File: config.mk
export PLATFORM = sky130hd
export DESIGN_NAME = fetch_unit
export DESIGN_NICKNAME = d
export VERILOG_FILES = /design/src/rtl/fetch_unit.sv
export SDC_FILE = /design/constraint.sdc
export NUM_CORES = 1
export LEC_CHECK = 0
export BUFFER_PORTS_ARGS = -buffer_cell sky130_fd_sc_hd__buf_2
export CAP_MARGIN = 20
export CORE_AREA = 2 2 75 77
export DETAILED_ROUTE_END_ITERATION = 10
export DIE_AREA = 0 0 77 79
export GPL_TIMING_DRIVEN = 0
export PLACE_DENSITY = 0.81
export SYNTH_ARGS = -nofsm -noshare
export SYNTH_HDL_FRONTEND = slang
export SYNTH_SLANG_ARGS = --single-unit
File: constraint.sdc
create_clock -name clock -period 2.05 [get_ports clock]
set_input_delay 0.615 -clock clock [delete_from_list [all_inputs] [get_ports clock]]
set_output_delay 0.615 -clock clock [all_outputs]
set_load 0.01 [all_outputs]
File: src/rtl/fetch_unit.sv
// Instruction fetch sequencer: reads opcode/immediate words from program memory,
// issues each instruction to the processor and waits for its completion.
module fetch_unit #(
   parameter int ADDR_W     = 8,
   parameter int START_ADDR = 0
) (
   input  logic              clock,
   input  logic              resetn,
   input  logic              start,
   output logic [ADDR_W-1:0] mem_addr,
   output logic              mem_rd,
   input  logic [15:0]       mem_data,
   output logic [8:0]        ir,
   output logic [15:0]       din,
   output logic              run,
   input  logic              done,
   output logic              busy,
   output logic              halted,
   output logic [ADDR_W-1:0] pc,
   output logic [15:0]       instr_count
);

   localparam logic [ADDR_W-1:0] START_PC = ADDR_W'(START_ADDR);
   localparam logic [2:0]        OP_MVI   = 3'b001;
   localparam logic [2:0]        OP_HALT  = 3'b111;

   typedef enum logic [2:0] {
      IDLE,
      FETCH_I,
      LOAD_I,
      FETCH_D,
      LOAD_D,
      ISSUE,
      WAIT_DONE,
      HALT
   } state_t;

   state_t state, state_nxt;

   logic ld_ir;
   logic ld_din;
   logic inc_pc;
   logic inc_cnt;
   logic restart;

   function automatic logic [15:0] sat_inc(input logic [15:0] v);
      if (&v) return v;
      return v + 16'd1;
   endfunction

   always_ff @(posedge clock or negedge resetn) begin
      if (!resetn) state <= IDLE;
      else         state <= state_nxt;
   end

   always_comb begin
      state_nxt = state;
      mem_rd    = 1'b0;
      run       = 1'b0;
      ld_ir     = 1'b0;
      ld_din    = 1'b0;
      inc_pc    = 1'b0;
      inc_cnt   = 1'b0;
      restart   = 1'b0;
      case (state)
         IDLE: begin
            if (start) state_nxt = FETCH_I;
         end
         FETCH_I: begin
            mem_rd    = 1'b1;
            state_nxt = LOAD_I;
         end
         LOAD_I: begin
            // A HALT word leaves ir and pc untouched so pc keeps pointing at it.
            if (mem_data[8:6] == OP_HALT) begin
               state_nxt = HALT;
            end else begin
               ld_ir     = 1'b1;
               inc_pc    = 1'b1;
               state_nxt = (mem_data[8:6] == OP_MVI) ? FETCH_D : ISSUE;
            end
         end
         FETCH_D: begin
            mem_rd    = 1'b1;
            state_nxt = LOAD_D;
         end
         LOAD_D: begin
            ld_din    = 1'b1;
            inc_pc    = 1'b1;
            state_nxt = ISSUE;
         end
         ISSUE: begin
            run       = 1'b1;
            state_nxt = WAIT_DONE;
         end
         WAIT_DONE: begin
            if (done) begin
               inc_cnt   = 1'b1;
               state_nxt = FETCH_I;
            end
         end
         HALT: begin
            if (start) begin
               restart   = 1'b1;
               state_nxt = FETCH_I;
            end
         end
         default: state_nxt = IDLE;
      endcase
   end

   always_ff @(posedge clock or negedge resetn) begin
      if (!resetn) begin
         pc          <= START_PC;
         ir          <= '0;
         din         <= '0;
         instr_count <= '0;
      end else begin
         if (restart) begin
            pc          <= START_PC;
            instr_count <= '0;
         end else begin
            if (inc_pc)  pc          <= pc + ADDR_W'(1);
            if (inc_cnt) instr_count <= sat_inc(instr_count);
         end
         if (ld_ir)  ir  <= mem_data[8:0];
         if (ld_din) din <= mem_data;
      end
   end

   assign mem_addr = pc;
   assign busy     = (state != IDLE) && (state != HALT);
   assign halted   = (state == HALT);

endmodule
==> impl_metrics.csv <==
group,metric,value,unit
outcome,status,"finished clean",
global_routing,grtUsageMet2,32.8,%
setup_path,end_kind,"output port",
final_layout,syn2layout_area_growth,24.7,%
place,dpl.cell_count,390,
synth,synth_edf_count,0,
floorplanning,die_h,79,um
clock_tree,holdBufCountCts,0,
sta,setup-violations-final,0,
setup_path,cp.arrival,1.39,ns
sta,relSlewSlack,50.7,%
synth,syn_avg_cell_area,11.1,um2
clock_tree,cts_tree,"done",
drt,vias_per_cell,5.49,
global_routing,grt-ovfl-total,0,
floorplanning,die_area,6080,um2
sta,tightest_slew,0.739,ns
drt,ant_nets,0,
job,maxCapViolCount,0,
setup_path,reg2reg_depth,6,
synth,synth-async-reset-ratio,100,%
final_layout,n_antenna_cell,0,
sta,hold_viol,0,
synth,yosys_warnings,0,
pwr,leakagePower,1.53,nW
setup_path,cp_max_fo,10,
clock_tree,numClockSinks,52,
synth,synth_seq_cells,52,
worst_hold_path,hp-class,"primary input to asynchronous set/reset pin",
pwr,power,3.97,mW
setup_path,ff2ff_setup_slack,0.11,ns
drt,drt-total-wl,5.75,mm
global_routing,grt_pass1_vias,2093,
global_routing,grt_use_met1,24.6,%
final_layout,nets,349,
place,io_buffer_count,80,
drt,avgRoutedWirePerCell,14.4,um
clock_tree,cts.htree.levels,2,
drt,dr.first_iter.drc_count,119,
setup_path,critPathCapture,"busy",
floorplanning,start_util,49.1,%
final_layout,final_cells,400,
setup_path,critPathKind,"flop to output port",
synth,syn_inst,237,
global_routing,grt_pass1_wl,9.53,mm
sta,layout_min_cycle_time,2.01,ns
synth,synthesis.nets,259,
synth,synth_area,2620,um2
drt,drcViolationCount,0,
global_routing,grt_usage,19.3,%
global_routing,top_usage_layer,"met2",
place,hpwl,4.15,mm
global_routing,grt_max_degree,33,
synth,synth_cell_types,46,
global_routing,grt_use_met3,4.66,%
sta,maxSlewViolCount,0,
synth,ys.flop_type,"dfrtp_1",
clock_tree,clk_path_buf_depth,2,
place,gp_congestion,0.844,
drt,via_count,2194,
drt,first_pass_iters,4,
setup_path,r2r-end,"instr_count[13]",
synth,ys_seq_area_share,49.6,%
clock_tree,clkTransAtPathRegs,0.10,ns
sta,period_share,97.9,%
sta,max_freq,0.498,GHz
floorplanning,io_pins,81,
clock_tree,insertion_delay,0.32,ns
global_routing,antenna_found_initial,0,
setup_path,timing.rr.start,"instr_count[0]",
clock_tree,root_buffer,"clkbuf_8",
final_layout,drive_above_1_share,44.5,%
floorplanning,coreArea,5340,um2
floorplanning,fp.dieW,77,um
setup_path,crit_path_start_kind,"flop",
setup_path,required,1.43,ns
floorplanning,rows,27,
pwr,vdd_drop_max,773,uV
setup_path,startpoint,"state[1]",
pwr,powerDensity,1210,nW/um2
clock_tree,cts-buffers-inserted,5,
sta,clock_skew,0.0163,ns
-- cells in the mapped netlist (2+ instances only) --
master   count  area share, %
ha_1         2           0.95
or3_1        7            1.7
o31ai_1      8            2.3
buf_2        6            1.1
nor3_1       5           0.95
dfrtp_1     52             50
and4_4       3            1.3
buf_4       10            2.9
mux2_2      23            9.9
and3_1       2           0.48
mux2i_1      6            2.3
nor2_1       5           0.72
nand4_1      6            1.4
or4_1        9            2.6
a21oi_1     20            3.8
buf_6        2           0.86
o21ai_0     10            1.9
nor3b_1      3           0.86
and4_1       2           0.67
nand2_1     18            2.6
and2_1       5            1.2
o22a_1       3            1.0
nand3_1      7            1.3
-- placed cells by master (no fill, tap or decap), drive strengths merged, types with 7 or more instances in the layout --
| cell | count |
|---|---|
| a21oi | 20 |
| o21ai | 10 |
| mux2 | 23 |
| dfrtp | 52 |
| nand3 | 8 |
| nand4 | 7 |
| or4 | 9 |
| nand2 | 18 |
| buf | 102 |
| o31ai | 8 |
| or3 | 7 |
-- worst max-delay path: stages (launching register included) --
cell	delay, ns
dfrtp_1	0.45
buf_4	0.20
and3_1	0.19
nor2_1	0.10
buf_2	0.13
-- routing by layer --
layer / wire length (um) / vias up
met2: 2730 / 75
met3: 364 / 6
met1: 2600 / 1060
li1: - / 1053
met4: 55 / 0
met5: 0 / -
-- per-stage QoR --
step	setup slack, ns	hold WS (ns)	cell area (um2)	utilization [%]	setup TNS [ns]
after global routing	-0.000112	0.401	3270	61.3	-0.000112
final	0.0438	0.348	3270	61.3	0
after CTS	0.0106	0.368	3250	60.9	0
after detailed placement	0.0921	0.482	3140	58.8	0
after floorplan	0.209	0.319	2620	-	0
after global placement	0.129	0.467	3110	58.3	0
-- sequential cells by signal, indices dropped and copies added (netlist names) --
| register | cells |
|---|---|
| instr_count | 16 |
| din | 16 |
| mem_addr | 8 |
| state | 3 |
| ir | 9 |
-- report_power, final --
group          internal [mW]  switching (mW)
combinational          0.870           0.886
clock                  0.258           0.378
sequential              1.36           0.219
-- area by class of cell --
cell class	instances	area [um2]
Buffer	20	148
Clock buffer	5	68.8
Clock inverter	3	28.8
Fill cell	452	2070
Inverter	1	3.75
Multi-Input combinational cell	164	1190
Sequential cell	52	1300
Tap cell	72	90.1
Timing Repair Buffer	83	443
-- cells by family (layout without fill, tap and decap cells) --
kind of cell             after synthesis  count (layout)  synth area share [%]
XOR/XNOR                               1               1                 0.334
flip-flops                            52              52                  49.6
adder cells (fa/ha/maj)                2               2                 0.954
multiplexers                          29              29                  12.2
buffers and inverters                 21             112                  5.30
AO/OA/AOI/OAI                         46              46                  10.5
AND/OR/NAND/NOR                       86              86                  21.1
-- what timing repair did --
item,CTS,global route
setup buffers,1,1
endpoints found under the setup margin,2,1
endpoints found under the hold margin,0,0
resized for setup,3,4
-- how the worst min path moves through the flow --
stage | end | slack, ns | cells past startpoint
6_report | mem_addr[5] | 0.35 | 1
3_3_place_gp | ir[8] | 0.47 | 1
2_1_floorplan | din[0] | 0.32 | 0
4_1_cts | din[15] | 0.37 | 1
3_5_place_dp | ir[8] | 0.48 | 1
5_1_grt | din[15] | 0.40 | 1
Power figures use the tool's default switching activity.
